## config.mk

```make
export PLATFORM = sky130hd
export DESIGN_NAME = seq_mult
export DESIGN_NICKNAME = d
export VERILOG_FILES = /design/src/rtl/seq_mult.sv
export SDC_FILE = /design/constraint.sdc
export NUM_CORES = 1
export LEC_CHECK = 0
export BUFFER_PORTS_ARGS = -buffer_cell sky130_fd_sc_hd__buf_2
export CAP_MARGIN = 15
export CORE_MARGIN = 3
export CORE_UTILIZATION = 40
export CTS_CLUSTER_DIAMETER = 40
export DETAILED_ROUTE_END_ITERATION = 8
export GPL_TIMING_DRIVEN = 0
export PLACE_DENSITY_LB_ADDON = 0.15
export SYNTH_ARGS = -nofsm -noshare
export SYNTH_HDL_FRONTEND = slang
export SYNTH_SLANG_ARGS = --single-unit
```

## constraint.sdc

```tcl
create_clock -name clk -period 5.45 [get_ports clk]
set_input_delay 0.2725 -clock clk [delete_from_list [all_inputs] [get_ports clk]]
set_output_delay 0.2725 -clock clk [all_outputs]
set_load 0.03 [all_outputs]
```

## src/rtl/seq_mult.sv

```systemverilog
// Sequential unsigned shift-add multiplier: in1*in2 -> 2*WIDTH-bit product, one multiplier bit per clock.
// Latency: WIDTH cycles from the accept edge to out_valid; no early exit for zero operands.
// Backpressure: the product is held in DONE until out_ready; in_ready stays low the whole time, so nothing is lost.
module seq_mult #(
    parameter int WIDTH = 8
) (
    input  logic                 clk,
    input  logic                 rst_n,
    input  logic                 in_valid,
    output logic                 in_ready,
    input  logic [WIDTH-1:0]     in1,
    input  logic [WIDTH-1:0]     in2,
    output logic                 out_valid,
    input  logic                 out_ready,
    output logic [2*WIDTH-1:0]   out,
    output logic                 zero
);

    // cnt only has to reach WIDTH-1, so clog2(WIDTH) bits are enough (1 bit at WIDTH=2)
    localparam int CW = (WIDTH > 2) ? $clog2(WIDTH) : 1;
    localparam logic [CW-1:0] LAST = CW'(WIDTH - 1);

    typedef enum logic [1:0] {
        IDLE = 2'd0,
        RUN  = 2'd1,
        DONE = 2'd2
    } state_t;

    state_t            state;
    state_t            state_nxt;

    logic [WIDTH-1:0]  mcand;       // captured multiplicand
    logic [WIDTH-1:0]  mplr;        // multiplier, shifted right; low product bits fill in from the top
    logic [WIDTH-1:0]  acc_hi;      // upper half of the running product
    logic [CW-1:0]     cnt;         // iteration index within RUN

    logic [WIDTH:0]    sum;         // one bit wider than acc_hi so the add carry survives the shift
    logic [WIDTH-1:0]  acc_hi_nxt;
    logic [WIDTH-1:0]  mplr_nxt;
    logic [2*WIDTH-1:0] prod_nxt;

    logic              accept;
    logic              last_iter;
    logic              release_out;

    // Accept only when idle; in_ready depends on state alone so it never combinationally follows in_valid
    assign in_ready    = (state == IDLE);
    assign accept      = in_valid && in_ready;
    assign last_iter   = (state == RUN) && (cnt == LAST);
    assign release_out = (state == DONE) && out_ready;

    // One shift-add step: conditionally add mcand, then shift {sum, mplr} right by one
    always_comb begin
        sum        = {1'b0, acc_hi};
        if (mplr[0]) begin
            sum = {1'b0, acc_hi} + {1'b0, mcand};
        end
        acc_hi_nxt = sum[WIDTH:1];
        mplr_nxt   = {sum[0], mplr[WIDTH-1:1]};
        prod_nxt   = {acc_hi_nxt, mplr_nxt};
    end

    // Next-state decode: IDLE -> RUN on accept, RUN -> DONE on last iteration, DONE -> IDLE on out_ready
    always_comb begin
        state_nxt = state;
        case (state)
            IDLE: begin
                if (accept) begin
                    state_nxt = RUN;
                end
            end
            RUN: begin
                if (last_iter) begin
                    state_nxt = DONE;
                end
            end
            DONE: begin
                if (release_out) begin
                    state_nxt = IDLE;
                end
            end
            default: begin
                state_nxt = IDLE;
            end
        endcase
    end

    // State register with synchronous abort on rst_n low
    always_ff @(posedge clk) begin
        if (!rst_n) begin
            state <= IDLE;
        end else begin
            state <= state_nxt;
        end
    end

    // out_valid is a registered copy of "next state is DONE" so it is glitch-free
    always_ff @(posedge clk) begin
        if (!rst_n) begin
            out_valid <= 1'b0;
        end else begin
            out_valid <= (state_nxt == DONE);
        end
    end

    // Operand capture and iteration; a reset on any edge discards the partial product
    always_ff @(posedge clk) begin
        if (!rst_n) begin
            mcand  <= '0;
            mplr   <= '0;
            acc_hi <= '0;
            cnt    <= '0;
        end else begin
            case (state)
                IDLE: begin
                    if (accept) begin
                        mcand  <= in1;
                        mplr   <= in2;
                        acc_hi <= '0;
                        cnt    <= '0;
                    end
                end
                RUN: begin
                    acc_hi <= acc_hi_nxt;
                    mplr   <= mplr_nxt;
                    cnt    <= cnt + CW'(1);
                end
                default: begin
                end
            endcase
        end
    end

    // Result register: loaded on the final iteration, held through DONE and after hand-off
    always_ff @(posedge clk) begin
        if (!rst_n) begin
            out  <= '0;
            zero <= 1'b0;
        end else if (last_iter) begin
            out  <= prod_nxt;
            zero <= (prod_nxt == '0);
        end
    end

endmodule
```

; ---- Yosys cells after proc, flatten, opt, wreduce, memory -nomap -nowiden
; Cells that the tools add are included.
[classes]
n_reduce_logical = 8
mux = 11
addsub = 2
n_eq_ne = 5
[ops]
columns = operator, n
row1 = 8-bit case mux with 2 select lines, 2
row2 = 16-bit logical NOT, 1
row3 = 8-bit 2-to-1 mux, 2
row4 = 8-bit by 8-bit adder with 9-bit output, 1
row5 = 9-bit 2-to-1 mux, 1
row6 = 2-bit 2-to-1 mux, 3
row7 = 2-bit case mux with 3 select lines, 1
row8 = 3-bit case mux with 2 select lines, 1
row9 = 2-bit equality test (second input constant), 2
row10 = 2-bit AND reduction, 2
row11 = 3-bit by 1-bit adder with 3-bit output (second input constant), 1
row12 = 3-bit equality test (second input constant), 1
row13 = 1-bit logical AND, 3
row14 = 3-bit 2-to-1 mux, 1
row15 = 2-bit by 1-bit equality test with 1-bit output (second input constant), 1
row16 = 2-bit logical NOT, 1
row17 = 2-bit by 1-bit != test with 1-bit output (second input constant), 1
row18 = 2-bit nonzero test, 1
[word_totals]
output_inout_bits = 19
elab_cells = 34
input_bits = 20
register_bits = 47

; ---- Longest topological paths before layout
; Gate-level depths: netlist of the first run.
[logic_depth]
word_depth = 5
ltp_mapped = 8
depth_no_buf = 8

; ---- Least setup slack after synthesis of the first run
; No wires, ideal clock.
[synth_timing]
kind = register to register
from = register mcand[0]
to = register zero
setup_time_ps = 84
required_ps = 5366
period_less_slack_ps = 2125
arrival_time_ps = 2041
setup_slack_ps = 3325
n_path_buf = 0
path_stages_with_launch = 9
path_cell_list = dfxtp_1 > ha_1 > fa_1 > a211oi_2 > o21bai_1 > a21o_1 > a211o_1 > o211a_1 > o31ai_2
[synth_between]
elab_chain_cells = 3
[synth_rtl]
columns = item, line
row1 = start: declaration, 32  ; logic [WIDTH-1:0] mcand;
row2 = start signal: assignment, 117  ; mcand <= in1;
row3 = 8-bit by 8-bit adder with 9-bit output, 56  ; sum = {1'b0, acc_hi} + {1'b0, mcand};
row4 = 9-bit 2-to-1 mux, 55  ; if (mplr[0]) begin
row5 = 16-bit logical NOT, 141  ; zero <= (prod_nxt == '0);
row6 = end signal: assignment, 141
row7 = end: declaration, 16  ; output logic zero
; Every way passes these cells.
; A chain may end at the register's enable or synchronous reset.

; ---- Worst setup path in the final report of the first run
; Ends and elaborated chain as after synthesis.

==> results of run 1 <==
==> through the flow <==
stage               setup WS (ns)  cells   util  hold slack [ns]
finish                       3.09    395  0.504            0.193
global placement             3.14    387  0.477            0.442
floorplan                    3.32    279      -            0.394
detailed placement           3.13    387  0.477            0.445
CTS                          3.10    395  0.504            0.190
global route                 2.99    395  0.504            0.197
==> final timing paths <==
path,from,to,cells after the start
worst min register to register,out[3]$_SDFFE_PN0P_,out[3]$_SDFFE_PN0P_,2
worst max register to register,mcand[0]$_SDFFE_PN0P_,zero$_SDFFE_PN0P_,8
worst min-delay path,in1[2],mcand[2]$_SDFFE_PN0P_,3
worst max-delay path,mcand[0]$_SDFFE_PN0P_,zero$_SDFFE_PN0P_,8
==> final cells by class <==
class | count | area, um^2
plain buffers | 17 | 67.6
clock inverters | 3 | 71.3
fillers | 533 | 2620
clock buffers | 5 | 68.8
inverters | 4 | 15.0
flip-flops and latches | 47 | 941
multi-input cells | 211 | 1210
repair buffers | 38 | 190
well taps | 70 | 87.6
==> layer usage <==
layer / share of wire / routed length, um / up-vias / track usage
met5: 0 / 0 / - / 0
met4: 0.0086 / 50 / 0 / 0.0456
met3: 0.032 / 188 / 5 / 0.0377
met2: 0.44 / 2580 / 39 / 0.296
met1: 0.52 / 3010 / 969 / 0.279
li1: - / - / 1065 / -
==> power breakdown <==
group          total [mW]  internal, mW  switching (mW)
sequential          0.366         0.356          0.0106
clock               0.315         0.186           0.129
combinational      0.0909        0.0326          0.0583
total               0.772         0.575           0.198
==> flip-flops by register name, summed over array words and instances, names as in the netlist <==
signal,count
state,2
mplr,8
zero,1
mcand,8
acc_hi,8
cnt,3
out,16
out_valid,1
==> worst max-delay path: stages (launching register included) <==
cell      delay, ns
dfxtp_1        0.33
ha_1           0.24
fa_1           0.46
a211oi_2       0.21
o21bai_1       0.15
a21o_1         0.20
a211o_1        0.30
o211a_1        0.16
o31ai_2        0.24
==> synth_stat cells, types with 5 or more instances <==
master	count	share of area
and2_1	5	0.014
nand3_1	12	0.027
a21oi_1	33	0.074
o21ai_1	5	0.011
a211oi_1	7	0.023
nor2_1	23	0.039
clkbuf_1	13	0.022
ha_1	10	0.056
a311oi_1	6	0.023
nand2_1	62	0.10
o21ai_0	5	0.011
dfxtp_1	47	0.42
mux2i_1	5	0.022
==> logic make-up after synthesis <==
kind of cell	share of synthesized area
mux	0.0274
compound gates	0.209
simple gates	0.229
flops	0.421
buf+inv	0.0369
xor+xnor	0.0117
fa+ha+maj	0.0649
==> impl_metrics.tcl, run 1 <==
set metrics [dict create \
    avgSynthCellArea_um2 8.02 \
    drv_slew 0 \
    drive_above_1_share 0.166 \
    irDropWorstVdd_v 0.000190 \
    crit_type "reg2reg" \
    final_nets 355 \
    synthArstFlopShare 0 \
    grt_pass1_vias 1910 \
    vias 2078 \
    grt_overflow 0 \
    die_h_um 80.8 \
    cts_num_sinks 47 \
    finalHoldViolCount 0 \
    area_delta_synth_final_pct 18.7 \
    routedWlPerCell_um 14.8 \
    cp-end-kind "flip-flop" \
    final_common_cell "nand2_1" \
    totalWireLength_um 5830 \
    synthCells 279 \
    core_um2 5270 \
    worst_slew_pin_slew_ns 0.578 \
    design.portCount 39 \
    dpl.hpwl_um 4230 \
    clk_pin_slew_ns 0.10 \
    via_per_inst 5.26 \
    gp_congestion 0.815 \
    netlist_area_um2 2240 \
    power.leakage_nw 1.14 \
    rsz0062_at_grt "no" \
    first_iter_violations 101 \
    io_buffers 38 \
    rrSetupSlack_ns 3.09 \
    post_cts_buffers 0 \
    seq_area_frac_synth 0.421 \
    syn_nets 310 \
    cts_tree "built" \
    max_freq_mhz 424 \
    yosys_warnings 0 \
    skew_ns 0.00888 \
    hold_path_class "in2reg" \
    grtUsageTotal 0.193 \
    clock-root-buffer "clkbuf_8" \
    clkLatencyLatePin_ns 0.31 \
    grt_max_degree 17 \
    final_cell_mix "62 x nand2_1, 47 x dfxtp_1, 41 x buf_2, 33 x a21oi_1, 23 x nor2_1" \
    cts_buffers 5 \
    cts_htree_levels 2 \
    min_period_ns 2.36 \
    start_kind "flip-flop" \
    maxCapViolations 0 \
    setup_viol 0 \
    synth-seq-cells 47 \
    hold_buffers 0 \
    critPathArrivalTime_ns 2.59 \
    grt_antenna_before_repair 0 \
    die_area_um2 6530 \
    max_slew_margin 0.614 \
    cts.path.max_buffers 2 \
    final_area_um2 2660 \
    num_antenna_cells 0 \
    fin_crit_sh 0.433 \
    drc_errors 0 \
    antenna_left 0 \
    crit_required_ns 5.68 \
    setup_tns_ns 0 \
    ys_dominant_reg_cell "dfxtp_1" \
    netlist-cell-type-count 41 \
    synth_edf_count 0 \
    power_density_nw_per_um2 291 \
    first_pass_iters 4 \
    die_w_um 80.8 \
    cts_resized 0 \
    num_rows 26 \
    grt_first_pass_wirelength_um 9580 \
    dpl_cell_area_um2 2510 \
    initial_core_util 0.425 \
    cp_max_fo 3 \
    status "finished clean" \
    finalPower_mw 0.772 \
]
No activity file was read; power rests on OpenSTA's default activity.
==> inputs of run 2 (changes only) <==
Clock period 5.45 ns to 2.35 ns, I/O delays scaled along.
==> run 2 against run 1 <==
Against the previous run: sequential power is 130% higher; clock skew hardly changed; count of clock-buffer cells in the layout stayed put; utilization is 0.31 points higher; register-to-register slack worse by 3.0 ns; fmax is 4.1% higher.
==> impl_metrics.tcl, run 2 (same netlist as run 1, synthesis figures left out) <==
set metrics [dict create \
    skew_ns 0.00882 \
    largest_reg_flops 16 \
    max_slew_margin 0.606 \
    first_pass_iters 4 \
    max_freq_mhz 441 \
    crit_slowest_cell "fa_2" \
    design.portCount 39 \
    drv_slew 0 \
    hold_path_class "in2reg" \
    setup_tns_ns 0 \
    dpl.hpwl_um 4230 \
    totalWireLength_um 5810 \
    irDropWorstVdd_v 0.000441 \
    power.leakage_nw 1.14 \
    grt_antenna_before_repair 0 \
    final_cells 396 \
    power_density_nw_per_um2 671 \
    setup_viol 0 \
    post-place-cells 387 \
    die_area_um2 6530 \
    cts_htree_levels 2 \
    grtUsageTotal 0.193 \
    swShare 0.257 \
    grt_pass1_vias 1910 \
    internal_power_mw 1.33 \
    grt_max_degree 17 \
    min_period_ns 2.27 \
    routedWlPerCell_um 14.7 \
    antenna_left 0 \
    cts_num_sinks 47 \
    worst-path-buf-inv 0 \
    hold_buffers 0 \
    num_antenna_cells 0 \
    die_h_um 80.8 \
    io_buffers 38 \
    path_delay_family "compound AO/OA/AOI/OAI gates" \
    cp-end-kind "flip-flop" \
    grt_overflow 0 \
    clk_pin_slew_ns 0.10 \
    crit_required_ns 2.58 \
    final_cell_mix "62 x nand2_1, 47 x dfxtp_1, 41 x buf_2, 33 x a21oi_1, 23 x nor2_1" \
    maxCapViolations 0 \
    max_stage_delay_ns 0.40 \
    start_kind "flip-flop" \
    vias 2075 \
    path_cells "ha_2 > fa_2 > a211oi_2 > o21bai_2 > a21o_1 > a211o_1 > o211a_1 > o31ai_2" \
    core_um2 5270 \
    cts.path.max_buffers 2 \
    grt_first_pass_wirelength_um 9580 \
    num_rows 26 \
    power.switching_mw 0.460 \
    area_delta_synth_final_pct 19.4 \
    drive_above_1_share 0.178 \
    p_seq_frac 0.474 \
    crit_type "reg2reg" \
    finalHoldViolCount 0 \
    clkLatencyLatePin_ns 0.31 \
    final_nets 356 \
    clock-root-buffer "clkbuf_8" \
    initial_core_util 0.425 \
    cp_max_fo 3 \
    largest-register "out" \
    final_common_cell "nand2_1" \
    cts_tree "built" \
    fin_crit_sh 0.966 \
    p_comb_frac 0.117 \
    via_per_inst 5.24 \
    drc_errors 0 \
    status "finished clean" \
    cts_buffers 5 \
    gp_congestion 0.815 \
    fillers 530 \
    first_iter_violations 109 \
    die_w_um 80.8 \
    critPathArrivalTime_ns 2.50 \
    worst_slew_pin_slew_ns 0.591 \
    power_frac_clock 0.409 \
]
==> run 2: cell types whose count changed in the layout (fill, tap and decap cells not counted), sizes merged <==
cell and change:
buf +1
==> run 2: cell type report <==
type                       count  area, um^2  share of cell area
buffer                        17        67.6              0.0253
clock buffer                   5        68.8              0.0258
clock inverter                 3        71.3              0.0267
inverter                       4        15.0             0.00562
multi-input combinational    211        1220               0.458
sequential                    47         941               0.352
tap                           70        87.6              0.0328
timing repair buffer          39         198              0.0740
==> run 2: timing repair <==
action / CTS / global route
setup endpoints to repair: 0 / 3
resized for setup: 0 / 3
setup buffers: 0 / 1
==> run 2: through the flow <==
step | power, mW | hold slack (ns) | worst slack [ns] | area, um^2 | utilization
after floorplan | 1.01 | 0.239 | 0.225 | 2240 | -
after global placement | 1.08 | 0.358 | 0.0407 | 2510 | 0.477
after detailed placement | 1.08 | 0.365 | 0.0270 | 2510 | 0.477
after CTS | 1.80 | 0.0350 | 0.00356 | 2660 | 0.504
after global routing | 1.87 | 0.0417 | -0.000989 | 2670 | 0.507
final | 1.79 | 0.0382 | 0.0808 | 2670 | 0.507
==> run 2: tightest hold or removal path: stages <==
cell and delay (ns):
buf_2 0.10, nand2_1 0.04, a21oi_1 0.05
==> run 2: final timing paths <==
check | from | endpoint | slack [ns] | cells after the start
max reg2reg | acc_hi[0]$_SDFFE_PN0P_ | zero$_SDFFE_PN0P_ | 0.08 | 8
max | acc_hi[0]$_SDFFE_PN0P_ | zero$_SDFFE_PN0P_ | 0.08 | 8
min | in1[2] | mcand[2]$_SDFFE_PN0P_ | 0.04 | 3
min reg2reg | out[3]$_SDFFE_PN0P_ | out[3]$_SDFFE_PN0P_ | 0.46 | 2
==> run 2: per-layer routing <==
layer | share of wire | GRT usage | wire [um] | up-vias
li1 | - | - | - | 1065
met4 | 0.0096 | 0.0456 | 56 | 0
met1 | 0.51 | 0.279 | 2950 | 966
met5 | 0 | 0 | 0 | -
met2 | 0.44 | 0.296 | 2570 | 38
met3 | 0.039 | 0.0377 | 228 | 6
==> run 2: power by group through the flow <==
stage | Clock [mW] | Sequential [mW] | Combinational [mW]
CTS | 0.742 | 0.850 | 0.212
global route | 0.776 | 0.854 | 0.239
detailed placement | 0 | 0.868 | 0.210
floorplan | 0 | 0.861 | 0.145
finish | 0.733 | 0.850 | 0.210
global placement | 0 | 0.868 | 0.208
